`config.mk`:
```
export PLATFORM = sky130hd
export DESIGN_NAME = pipe_hazard_ctrl_flat
export DESIGN_NICKNAME = d
export VERILOG_FILES = /design/src/rtl/pipe_hazard_ctrl_if.sv /design/src/rtl/pipe_hazard_ctrl.sv /design/src/flat_wrapper.sv
export SDC_FILE = /design/constraint.sdc
export NUM_CORES = 1
export LEC_CHECK = 0
export BUFFER_PORTS_ARGS = -buffer_cell sky130_fd_sc_hd__buf_2
export CAP_MARGIN = 20
export CORE_MARGIN = 1
export CORE_UTILIZATION = 40
export CTS_CLUSTER_DIAMETER = 200
export DETAILED_ROUTE_END_ITERATION = 8
export GPL_ROUTABILITY_DRIVEN = 0
export PLACE_DENSITY = 0.67
export SLEW_MARGIN = 20
export SYNTH_ARGS = -nofsm -noshare
export SYNTH_HDL_FRONTEND = slang
export SYNTH_SLANG_ARGS = --single-unit
```
`constraint.sdc`:
```
create_clock -name clock -period 7.2 [get_ports clock]
set_clock_uncertainty 0.05 [all_clocks]
set_input_delay 1.44 -clock clock [delete_from_list [all_inputs] [get_ports clock]]
set_output_delay 1.44 -clock clock [all_outputs]
set_load 0.02 [all_outputs]
```
`src/rtl/pipe_hazard_ctrl_if.sv`:
```
// rtl/pipe_hazard_ctrl_if.sv - decoder / pipeline-register side signals of the ID hazard control unit
// master = decoder and pipeline datapath, slave = pipe_hazard_ctrl
interface pipe_hazard_ctrl_if #(
  parameter int CNT_W = 16
);
  logic [4:0]       rs;
  logic [4:0]       rt;
  logic             use_rs;
  logic             use_rt;
  logic [4:0]       ern;
  logic             ewreg;
  logic             em2reg;
  logic [4:0]       mrn;
  logic             mwreg;
  logic             mm2reg;
  logic             id_is_mdu;
  logic             id_uses_hilo;
  logic             br_taken;
  logic [1:0]       fwda;
  logic [1:0]       fwdb;
  logic             wpcir;
  logic             if_flush;
  logic             id_bubble;
  logic             mdu_busy;
  logic             mdu_done;
  logic [CNT_W-1:0] stall_cnt;
  logic [CNT_W-1:0] flush_cnt;

  modport master (
    output rs, rt, use_rs, use_rt, ern, ewreg, em2reg, mrn, mwreg, mm2reg,
           id_is_mdu, id_uses_hilo, br_taken,
    input  fwda, fwdb, wpcir, if_flush, id_bubble, mdu_busy, mdu_done,
           stall_cnt, flush_cnt
  );

  modport slave (
    input  rs, rt, use_rs, use_rt, ern, ewreg, em2reg, mrn, mwreg, mm2reg,
           id_is_mdu, id_uses_hilo, br_taken,
    output fwda, fwdb, wpcir, if_flush, id_bubble, mdu_busy, mdu_done,
           stall_cnt, flush_cnt
  );
endinterface

```
`src/rtl/pipe_hazard_ctrl.sv`:
```
// rtl/pipe_hazard_ctrl.sv - ID-stage hazard control: forwarding, load-use/MDU stalls, flush, counters
// Hazard outputs are combinational; the MDU tracker and event counters are registered.
module pipe_hazard_ctrl #(
  parameter int MDU_LAT = 4,
  parameter int CNT_W   = 16
) (
  input  logic              clock,
  input  logic              reset,
  pipe_hazard_ctrl_if.slave bus
);

  typedef enum logic [1:0] {
    S_IDLE,
    S_BUSY,
    S_DONE
  } state_t;

  localparam logic [3:0] LAT_M1 = 4'(MDU_LAT - 1);

  state_t           state, state_nxt;
  logic [3:0]       cnt, cnt_nxt;
  logic [CNT_W-1:0] stall_q;
  logic [CNT_W-1:0] flush_q;
  logic             load_use;
  logic             mdu_hold;
  logic             stall;
  logic             dispatch;

  // EX result beats MEM; a load still in EX has no data yet and is left to load_use.
  function automatic logic [1:0] fwd_sel(
    input logic [4:0] src,
    input logic [4:0] ern_i,
    input logic       ewreg_i,
    input logic       em2reg_i,
    input logic [4:0] mrn_i,
    input logic       mwreg_i,
    input logic       mm2reg_i
  );
    logic [1:0] sel;
    sel = 2'b00;
    if (ewreg_i && (ern_i != 5'd0) && (ern_i == src) && !em2reg_i)
      sel = 2'b01;
    else if (mwreg_i && (mrn_i != 5'd0) && (mrn_i == src) && mm2reg_i)
      sel = 2'b11;
    else if (mwreg_i && (mrn_i != 5'd0) && (mrn_i == src))
      sel = 2'b10;
    return sel;
  endfunction

  always_comb begin
    bus.fwda = fwd_sel(bus.rs, bus.ern, bus.ewreg, bus.em2reg, bus.mrn, bus.mwreg, bus.mm2reg);
    bus.fwdb = fwd_sel(bus.rt, bus.ern, bus.ewreg, bus.em2reg, bus.mrn, bus.mwreg, bus.mm2reg);
  end

  assign load_use = bus.ewreg && bus.em2reg && (bus.ern != 5'd0) &&
                    ((bus.use_rs && (bus.ern == bus.rs)) || (bus.use_rt && (bus.ern == bus.rt)));
  assign mdu_hold = (state == S_BUSY) && (bus.id_is_mdu || bus.id_uses_hilo);
  assign stall    = load_use || mdu_hold;
  assign dispatch = bus.id_is_mdu && !stall;

  assign bus.wpcir     = !stall;
  assign bus.id_bubble = stall;
  assign bus.if_flush  = bus.br_taken && !stall;
  assign bus.mdu_busy  = (state == S_BUSY);
  assign bus.mdu_done  = (state == S_DONE);
  assign bus.stall_cnt = stall_q;
  assign bus.flush_cnt = flush_q;

  always_ff @(posedge clock) begin
    if (reset) begin
      state <= S_IDLE;
      cnt   <= 4'd0;
    end else begin
      state <= state_nxt;
      cnt   <= cnt_nxt;
    end
  end

  // DONE leaves hilo readers free, so a new MDU op can dispatch straight out of it.
  always_comb begin
    state_nxt = state;
    cnt_nxt   = cnt;
    case (state)
      S_IDLE: begin
        if (dispatch) begin
          state_nxt = S_BUSY;
          cnt_nxt   = LAT_M1;
        end
      end
      S_BUSY: begin
        if (cnt == 4'd0)
          state_nxt = S_DONE;
        else
          cnt_nxt = cnt - 4'd1;
      end
      S_DONE: begin
        if (dispatch) begin
          state_nxt = S_BUSY;
          cnt_nxt   = LAT_M1;
        end else begin
          state_nxt = S_IDLE;
        end
      end
      default: begin
        state_nxt = S_IDLE;
        cnt_nxt   = 4'd0;
      end
    endcase
  end

  always_ff @(posedge clock) begin
    if (reset) begin
      stall_q <= '0;
      flush_q <= '0;
    end else begin
      if (!bus.wpcir && (stall_q != '1))
        stall_q <= stall_q + 1'b1;
      if (bus.if_flush && (flush_q != '1))
        flush_q <= flush_q + 1'b1;
    end
  end

endmodule

```
`src/flat_wrapper.sv`:
```
// flat-port wrapper written by rule: the top's interface ports become plain ports
module pipe_hazard_ctrl_flat 
#(
  parameter int MDU_LAT = 4,
  parameter int CNT_W   = 16
)
  (clock, reset, bus_rs, bus_rt, bus_use_rs, bus_use_rt, bus_ern, bus_ewreg, bus_em2reg, bus_mrn, bus_mwreg, bus_mm2reg, bus_id_is_mdu, bus_id_uses_hilo, bus_br_taken, bus_fwda, bus_fwdb, bus_wpcir, bus_if_flush, bus_id_bubble, bus_mdu_busy, bus_mdu_done, bus_stall_cnt, bus_flush_cnt);
  pipe_hazard_ctrl_if #(.CNT_W(CNT_W)) bus_i ();
  input  logic clock;
  input  logic reset;
  input wire logic [$bits(bus_i.rs)-1:0] bus_rs;
  input wire logic [$bits(bus_i.rt)-1:0] bus_rt;
  input wire logic [$bits(bus_i.use_rs)-1:0] bus_use_rs;
  input wire logic [$bits(bus_i.use_rt)-1:0] bus_use_rt;
  input wire logic [$bits(bus_i.ern)-1:0] bus_ern;
  input wire logic [$bits(bus_i.ewreg)-1:0] bus_ewreg;
  input wire logic [$bits(bus_i.em2reg)-1:0] bus_em2reg;
  input wire logic [$bits(bus_i.mrn)-1:0] bus_mrn;
  input wire logic [$bits(bus_i.mwreg)-1:0] bus_mwreg;
  input wire logic [$bits(bus_i.mm2reg)-1:0] bus_mm2reg;
  input wire logic [$bits(bus_i.id_is_mdu)-1:0] bus_id_is_mdu;
  input wire logic [$bits(bus_i.id_uses_hilo)-1:0] bus_id_uses_hilo;
  input wire logic [$bits(bus_i.br_taken)-1:0] bus_br_taken;
  output wire logic [$bits(bus_i.fwda)-1:0] bus_fwda;
  output wire logic [$bits(bus_i.fwdb)-1:0] bus_fwdb;
  output wire logic [$bits(bus_i.wpcir)-1:0] bus_wpcir;
  output wire logic [$bits(bus_i.if_flush)-1:0] bus_if_flush;
  output wire logic [$bits(bus_i.id_bubble)-1:0] bus_id_bubble;
  output wire logic [$bits(bus_i.mdu_busy)-1:0] bus_mdu_busy;
  output wire logic [$bits(bus_i.mdu_done)-1:0] bus_mdu_done;
  output wire logic [$bits(bus_i.stall_cnt)-1:0] bus_stall_cnt;
  output wire logic [$bits(bus_i.flush_cnt)-1:0] bus_flush_cnt;
  assign bus_i.rs = bus_rs;
  assign bus_i.rt = bus_rt;
  assign bus_i.use_rs = bus_use_rs;
  assign bus_i.use_rt = bus_use_rt;
  assign bus_i.ern = bus_ern;
  assign bus_i.ewreg = bus_ewreg;
  assign bus_i.em2reg = bus_em2reg;
  assign bus_i.mrn = bus_mrn;
  assign bus_i.mwreg = bus_mwreg;
  assign bus_i.mm2reg = bus_mm2reg;
  assign bus_i.id_is_mdu = bus_id_is_mdu;
  assign bus_i.id_uses_hilo = bus_id_uses_hilo;
  assign bus_i.br_taken = bus_br_taken;
  assign bus_fwda = bus_i.fwda;
  assign bus_fwdb = bus_i.fwdb;
  assign bus_wpcir = bus_i.wpcir;
  assign bus_if_flush = bus_i.if_flush;
  assign bus_id_bubble = bus_i.id_bubble;
  assign bus_mdu_busy = bus_i.mdu_busy;
  assign bus_mdu_done = bus_i.mdu_done;
  assign bus_stall_cnt = bus_i.stall_cnt;
  assign bus_flush_cnt = bus_i.flush_cnt;
  pipe_hazard_ctrl #(.MDU_LAT(MDU_LAT), .CNT_W(CNT_W)) u_core (.clock(clock), .reset(reset), .bus(bus_i));
endmodule
```
==> results of run 1 <==
[final cells by class]
cell class	count	area, um^2	area share
clock buffer	7	86.3	0.0306
clock inverter	1	5.00	0.00177
inverter	12	45.0	0.0159
multi-input combinational	222	1480	0.522
sequential	38	761	0.269
tap	72	90.1	0.0319
timing repair buffer	72	363	0.128
[routing by layer]
metal / vias up / routed length, um / GRT usage
li1: 1175 / - / -
met2: 77 / 2520 / 0.313
met5: - / 0 / 0
met4: 0 / 40 / 0.0500
met1: 1067 / 2720 / 0.239
met3: 4 / 348 / 0.0395
[metrics by stage]
stage	utilization	std cells	setup WS [ps]	cell area, um^2	hold slack (ps)
2_1_floorplan	-	279	2770	2320	480
3_3_place_gp	0.493	416	2620	2730	431
3_5_place_dp	0.493	416	2620	2730	435
4_1_cts	0.510	424	2610	2830	446
5_1_grt	0.510	424	2520	2830	477
6_report	0.510	424	2610	2830	443
[final timing paths]
kind / to / slack [ps]
worst max-delay path: bus_if_flush / 2610
worst min-delay path: u_core.bus.flush_cnt[12]$_SDFFE_PP0P_ / 440
worst max register to register: u_core.bus.flush_cnt[14]$_SDFFE_PP0P_ / 4660
worst min register to register: u_core.bus.flush_cnt[12]$_SDFFE_PP0P_ / 440
[registers in the layout, indices dropped and copies added, names as in the netlist]
name                  cells
u_core.bus.stall_cnt     16
u_core.state              2
u_core.bus.flush_cnt     16
u_core.cnt                4
[layout by cell type, fill, tap and decap left out, types with 2 or more instances in the layout]
cell and instances:
a21o_1 2, a21oi_1 29, and2_1 2, and3_1 6
buf_2 71, clkbuf_8 6, dfxtp_1 38, ha_1 3
inv_1 12, mux2_2 4, mux2i_1 2, nand2_1 12
nand2b_1 4, nand3_1 16, nand4_1 8, nor2_1 19
nor2b_1 9, nor3_1 3, nor4_1 7, nor4b_1 2
o21ai_0 17, o21ai_1 2, o21ba_2 2, o31ai_1 8
or3_1 14, or4_1 9, xnor2_1 8, xor2_1 15
[power by group]
group | switching (mW) | total, mW | internal [mW]
logic | 0.0474 | 0.0806 | 0.0332
registers | 0.00641 | 0.222 | 0.215
clock network | 0.0769 | 0.154 | 0.0773
[worst reg2reg max path, delay by kind of cell, from the launching register on]
kind            cells  cell delay, ps
simple gates        3             860
compound gates      2             640
flops               1             410
mux                 1             300
fa+ha+maj           1             190
[logic make-up after synthesis]
| logic type | count (synthesis) | share of synthesized area |
|---|---|---|
| XOR/XNOR | 23 | 0.0867 |
| adder cells (fa/ha/maj) | 3 | 0.0162 |
| buffers and inverters | 19 | 0.0377 |
| flip-flops | 38 | 0.327 |
| AO/OA/AOI/OAI | 72 | 0.212 |
| multiplexers | 7 | 0.0345 |
| AND/OR/NAND/NOR | 117 | 0.285 |
==> results.toml, run 1 <==
[status]
status = "completed"

[route]
wl_um = 5640
vias = 2323
ant_nets = 0
drt_iter0_drc = 82
wl_per_cell_um = 13.3
vias_per_cell = 5.48
drc = 0
dr.pass1.iters = 4

[layout]
n_antenna_cell = 0
drive_gt1_frac = 0.267
final_nets = 385
area_growth_pct = 21.6
fillCellCount = 578

[synthesis]
syn-num-nets = 313
netlist_area_um2 = 2320
synth_common_cells = "dfxtp_1, a21oi_1, nor2_1, o21ai_0, nand3_1"
yosys-top-cells-area = "dfxtp_1, a21oi_1, xor2_1"
synth_top_cell_by_area = "dfxtp_1"
synth-async-reset-ratio = 0
syn_inst = 279
yosys.area.top_type_share = 0.327
avgSynthCellArea_um2 = 8.33
synth_ff_type = "dfxtp_1"
synth.most_common_cell = "dfxtp_1"
seq_area_frac_synth = 0.327
ys_seq_elements = 38
synth_edf_count = 0
ys_warn_count = 0
yosys.cell_types.count = 48

[die]
ios = 72
die_w_um = 78.2
die_height_um = 78.2
rows = 27
fp.dieArea_um2 = 6120
start_util = 0.419
core_um2 = 5540

[cts]
cts_tree = "done"
cts_resized = 0
cts_sinks = 38
cts_hold_buf = 0
path_clk_slew_ps = 70
ctsLongestPathBuffers = 2
clkLatencyLatePin_ps = 290
root_buffer = "clkbuf_8"
cts_made_buffers = 5
postCtsSetupRepairBufs = 0
h-tree-depth = 2

[timing]
setup_tns_ps = 0
period_share = 0.637
rsz0062_at_grt = "no"
fmax_mhz = 218
maxSlewHeadroom = 0.485
period_needed_ps = 4590
tightest_slew_ps = 772
setup_viol_count_final = 0
final-max-slew-violation-count = 0
hold_viol = 0

[run]
maxCapViolCount = 0

[setup_path]
worstSetupStartpointType = "input pin"
setup.worst_path.start = "bus_ern[1]"
cp-end-kind = "output pin"
cp_num_buf_inv = 2
critPathKind = "in -> out"
slowest_delay_ps = 540
worstPathRequired_ps = 5710
rr_startpoint = "u_core.bus.flush_cnt[0]$_SDFFE_PP0P_"
reg2reg_depth = 7
cp_top_family = "simple AND/OR/NAND/NOR gates"
cp_slowest_cell = "or4_4"
path_cells = "buf_2 -> or4_4 -> o211a_4 -> a21boi_2 -> and2_1 -> buf_2"
cpMostUsedCell = "buf_2"
cp.depth = 6
critical_path_arrival_ps = 3100
path_max_fanout = 10

[placement]
dp.final_hpwl_um = 4160
port_buffers = 71

[global_route]
grt_pass1_vias = 2036
grt_max_degree = 44
antenna_found_initial = 0
grt_pass1_wl_um = 9170
grt_use_total = 0.186
overflow = 0

[pwr]
p_leak_nw = 1.17
power.total_uw = 456
vdd_drop_max_uv = 108
p_per_area_nw_per_um2 = 162

[hold_path]
hp-start = "u_core.bus.flush_cnt[12]$_SDFFE_PP0P_"
hold_path_class = "reg -> reg"
hold_path_depth = 2
No activity file was read; power rests on OpenSTA's default activity.
==> run 2, diff against run 1 <==
- ABC_AREA: not set -> 1
- PLACE_DENSITY: 0.67 -> 0.66
- clock period: 7.2 -> 4.3 ns (I/O delays scaled with it)
==> results.toml, run 2 <==
[status]
status = "completed"

[synthesis]
syn_inst = 388
yosys-top-cells-area = "dfxtp_1, nand2_1, nand3_1"
ys_seq_elements = 38
synth_common_cells = "nand2_1, nand3_1, inv_1, dfxtp_1, nor2_1"
synth_top_cell_by_area = "dfxtp_1"
synth_ff_type = "dfxtp_1"
avgSynthCellArea_um2 = 6.69
ys_warn_count = 0
synth-async-reset-ratio = 0
synth.most_common_cell = "nand2_1"
netlist_area_um2 = 2590
synth_edf_count = 0
seq_area_frac_synth = 0.293
yosys.area.top_type_share = 0.293
syn-num-nets = 422
yosys.cell_types.count = 30

[global_route]
grt_pass1_wl_um = 10200
grt_pass1_vias = 2279
grt_use_total = 0.191
antenna_found_initial = 0
overflow = 0
grt_max_degree = 29

[layout]
area_growth_pct = 19.3
final_area_um2 = 3100
layout_common_cells = "nand2_1, buf_2, nand3_1"
final_nets = 491
n_antenna_cell = 0
final_common_cell = "nand2_1"
drive_gt1_frac = 0.234

[cts]
path_clk_slew_ps = 70
cts_hold_buf = 0
root_buffer = "clkbuf_8"
ctsLongestPathBuffers = 2
h-tree-depth = 2
cts_tree = "done"
postCtsSetupRepairBufs = 0
clkLatencyLatePin_ps = 290
cts_made_buffers = 5
cts_resized = 0
cts_sinks = 38

[run]
maxCapViolCount = 0

[pwr]
vdd_drop_max_uv = 165
power.total_uw = 845
p_leak_nw = 1.36
p_per_area_nw_per_um2 = 273

[die]
ios = 72
rows = 28
die_w_um = 82.5
start_util = 0.426
die_height_um = 82.5
core_um2 = 6100
fp.dieArea_um2 = 6810

[timing]
hold_viol = 0
maxSlewHeadroom = 0.589
hold_slack_ps = 457
fmax_mhz = 316
tightest_slew_ps = 616
final-max-slew-violation-count = 0
period_share = 0.736
period_needed_ps = 3170
setup_tns_ps = 0
rsz0062_at_grt = "no"
setup_viol_count_final = 0
fin_ws_ps = 1130

[setup_path]
critPathKind = "in -> out"
rrSetupSlack_ps = 2210
critical_path_arrival_ps = 2260
worstPathRequired_ps = 3390
cp-end-kind = "output pin"
reg2reg_depth = 8
path_max_fanout = 15
crit_path_end = "bus_if_flush"
r2r_end = "u_core.bus.flush_cnt[0]$_SDFFE_PP0P_"
worstSetupStartpointType = "input pin"
rr_startpoint = "u_core.bus.flush_cnt[0]$_SDFFE_PP0P_"
setup.worst_path.start = "bus_ern[2]"

[route]
wl_per_cell_um = 11.7
drt_iter0_drc = 139
ant_nets = 0
vias_per_cell = 5.05
vias = 2690
wl_um = 6230
drc = 0
dr.pass1.iters = 4

[hold_path]
hp-start = "u_core.cnt[3]$_SDFFE_PP0P_"
hold_path_class = "reg -> reg"

[placement]
dpl_cell_area_um2 = 2990
port_buffers = 71
post-place-ws_ps = 1140
dp.final_hpwl_um = 4720
## run 2: changes by cell type after synthesis, sizes merged, moves of 8 or more
cell and delta:
nand2 +79, inv +36, nand3 +25, nor2 +20, or3 -14, nor3 +10
or4 -10, nor2b -9, o21ai -9, o31ai -8, xor2 +8
## run 2: worst min-delay path by stage
stage | to | slack [ps] | cells after the start
finish | u_core.cnt[3]$_SDFFE_PP0P_ | 460 | 2
global route | u_core.cnt[3]$_SDFFE_PP0P_ | 490 | 2
CTS | u_core.cnt[3]$_SDFFE_PP0P_ | 460 | 2
detailed placement | u_core.cnt[3]$_SDFFE_PP0P_ | 450 | 2
global placement | u_core.cnt[3]$_SDFFE_PP0P_ | 440 | 2
floorplan | u_core.cnt[0]$_SDFFE_PP0P_ | 420 | 2
## run 2: cell type report
type / count / area, um^2
flip-flops and latches: 38 / 761
multi-input cells: 292 / 1590
repair buffers: 71 / 355
well taps: 75 / 93.8
inverters: 49 / 184
clock inverters: 2 / 37.5
clock buffers: 6 / 72.6
fillers: 633 / 3000
## run 2: cells by family (layout without fill, tap and decap cells)
group,count (synthesis),count (layout),synth area share
simple gates,206,206,0.369
buf+inv,58,128,0.0931
compound gates,46,46,0.105
flops,38,38,0.293
xor+xnor,37,37,0.125
fa+ha+maj,3,3,0.0145
## run 2: metrics by stage
stage / utilization / std cells
detailed placement: 0.490 / 525
global placement: 0.490 / 525
finish: 0.508 / 533
floorplan: - / 388
global route: 0.508 / 533
CTS: 0.508 / 533
## run 2: where the power goes
group	internal, mW	switching (mW)	total, mW	leakage [nW]
Sequential	0.364	0.0135	0.377	0.308
Clock	0.173	0.132	0.305	0.0514
Combinational	0.0560	0.107	0.163	1.01
## run 2: critical path: stages
cell	delay, ps
buf_2	120
nor3_1	220
nand3_1	120
nand3_1	100
inv_2	40
nand2_2	130
nand2_4	110
nor2_4	320
buf_2	240
## run 2: layer usage
metal | GRT usage | routed length (um)
met1 | 0.252 | 3090
met2 | 0.322 | 2840
met3 | 0.0363 | 250
met4 | 0.0414 | 53
met5 | 0 | 0
==> run 3, diff against run 2 <==
- PLACE_DENSITY: 0.66 -> 0.68
- clock period: 4.3 -> 2.8 ns (I/O delays scaled with it)
==> results.toml, run 3 (synthesized netlist as in run 2, its figures left out) <==
[pwr]
sw_frac_of_total = 0.310
p_per_area_nw_per_um2 = 396
switching_power_uw = 380
clock_power_share = 0.320
p_leak_nw = 1.37
power.internal_uw = 845
power.total_mw = 1.22
vdd_drop_max_uv = 215
comb_power_share = 0.207
p_seq_frac = 0.473

[setup_path]
cp_num_buf_inv = 3
rrSetupSlack_ps = 720
r2r_end = "u_core.bus.flush_cnt[0]$_SDFFE_PP0P_"
path_max_fanout = 7
slowest_delay_ps = 210
critical_path_arrival_ps = 1730
worstSetupStartpointType = "input pin"
cp_top_family = "simple AND/OR/NAND/NOR gates"
cp_slowest_cell = "nor3_1"
worstPathRequired_ps = 2190
reg2reg_depth = 8
cp-end-kind = "output pin"
setup.worst_path.start = "bus_ern[2]"
path_cells = "buf_2 -> nor3_1 -> nand3_1 -> nand3_1 -> inv_2 -> nand2_2 -> nand2_4 -> nor2_4 -> buf_2"
crit_path_end = "bus_if_flush"
rr_startpoint = "u_core.bus.flush_cnt[0]$_SDFFE_PP0P_"
cp.depth = 9
critPathKind = "in -> out"

[layout]
layout_common_cells = "nand2_1, buf_2, nand3_1"
final_nets = 493
n_antenna_cell = 0
area_growth_pct = 19.3
drive_gt1_frac = 0.239
stdcell_count = 535
final_common_cell = "nand2_1"

[timing]
period_share = 0.834
setup_viol_count_final = 0
final-max-slew-violation-count = 0
setup_tns_ps = 0
maxSlewHeadroom = 0.602
hold_viol = 0
period_needed_ps = 2340
rsz0062_at_grt = "no"
fin_ws_ps = 464
tightest_slew_ps = 593
fmax_mhz = 428

[placement]
post-place-ws_ps = 465
dp.cells = 527
dp.final_hpwl_um = 4820
port_buffers = 71

[die]
die_w_um = 82.5
start_util = 0.426
core_um2 = 6100
ios = 72
rows = 28
die_height_um = 82.5
fp.dieArea_um2 = 6810

[route]
drt_iter0_drc = 121
vias_per_cell = 5.05
dr.pass1.iters = 4
wl_um = 6350
ant_nets = 0
vias = 2701
drc = 0
wl_per_cell_um = 11.9

[global_route]
grt_pass1_vias = 2377
overflow = 0
antenna_found_initial = 0
grt_max_degree = 24
grt_pass1_wl_um = 10500
grt_use_total = 0.197

[cts]
cts_sinks = 38
cts_hold_buf = 0
clkLatencyLatePin_ps = 290
cts_tree = "done"
cts_resized = 0
h-tree-depth = 2
cts_made_buffers = 5
postCtsSetupRepairBufs = 0
ctsLongestPathBuffers = 2
root_buffer = "clkbuf_8"
path_clk_slew_ps = 70

[status]
status = "completed"

[hold_path]
hold_path_class = "reg -> reg"

[run]
maxCapViolCount = 0
[run 3: stage by stage]
stage	hold slack [ps]	utilization	cell area [um^2]
finish	455	0.508	3100
global route	481	0.508	3100
CTS	454	0.508	3100
detailed placement	444	0.492	3000
global placement	444	0.492	3000
floorplan	424	-	2590
[run 3: how the worst min path moves through the flow]
stage	start	endpoint	slack [ps]	depth (start not counted)
final	u_core.cnt[3]$_SDFFE_PP0P_	u_core.cnt[3]$_SDFFE_PP0P_	460	2
after global routing	reset	u_core.bus.stall_cnt[4]$_SDFFE_PP0P_	480	2
after CTS	u_core.cnt[3]$_SDFFE_PP0P_	u_core.cnt[3]$_SDFFE_PP0P_	450	2
after detailed placement	u_core.cnt[3]$_SDFFE_PP0P_	u_core.cnt[3]$_SDFFE_PP0P_	440	2
after global placement	u_core.cnt[3]$_SDFFE_PP0P_	u_core.cnt[3]$_SDFFE_PP0P_	440	2
after floorplan	u_core.cnt[0]$_SDFFE_PP0P_	u_core.cnt[0]$_SDFFE_PP0P_	420	2
[run 3: area by class of cell]
type                    instances  area, um^2
repair buffers                 73         370
clock inverters                 2        12.5
multi-input cells             292        1590
flip-flops and latches         38         761
inverters                      49         184
clock buffers                   6        82.6
fillers                       646        3000
well taps                      75        93.8
[run 3: power by group through the flow]
stage / clock network, mW / registers (mW) / logic [mW]
4_1_cts: 0.403 / 0.579 / 0.254
6_report: 0.392 / 0.579 / 0.253
5_1_grt: 0.428 / 0.583 / 0.287
2_1_floorplan: 0 / 0.597 / 0.173
3_3_place_gp: 0 / 0.591 / 0.250
3_5_place_dp: 0 / 0.592 / 0.253
[run 3: metal layers]
layer,up-vias,track usage,part of all wire
li1,1409,-,-
met3,9,0.0275,0.057
met2,77,0.350,0.47
met4,0,0.0621,0.013
met5,-,0,0
met1,1206,0.244,0.46
[run 3: worst min-delay path, delay by kind of cell, from the launching register on]
kind / cells / cell delay (ps)
flip-flops: 1 / 330
AO/OA/AOI/OAI: 1 / 60
AND/OR/NAND/NOR: 1 / 80
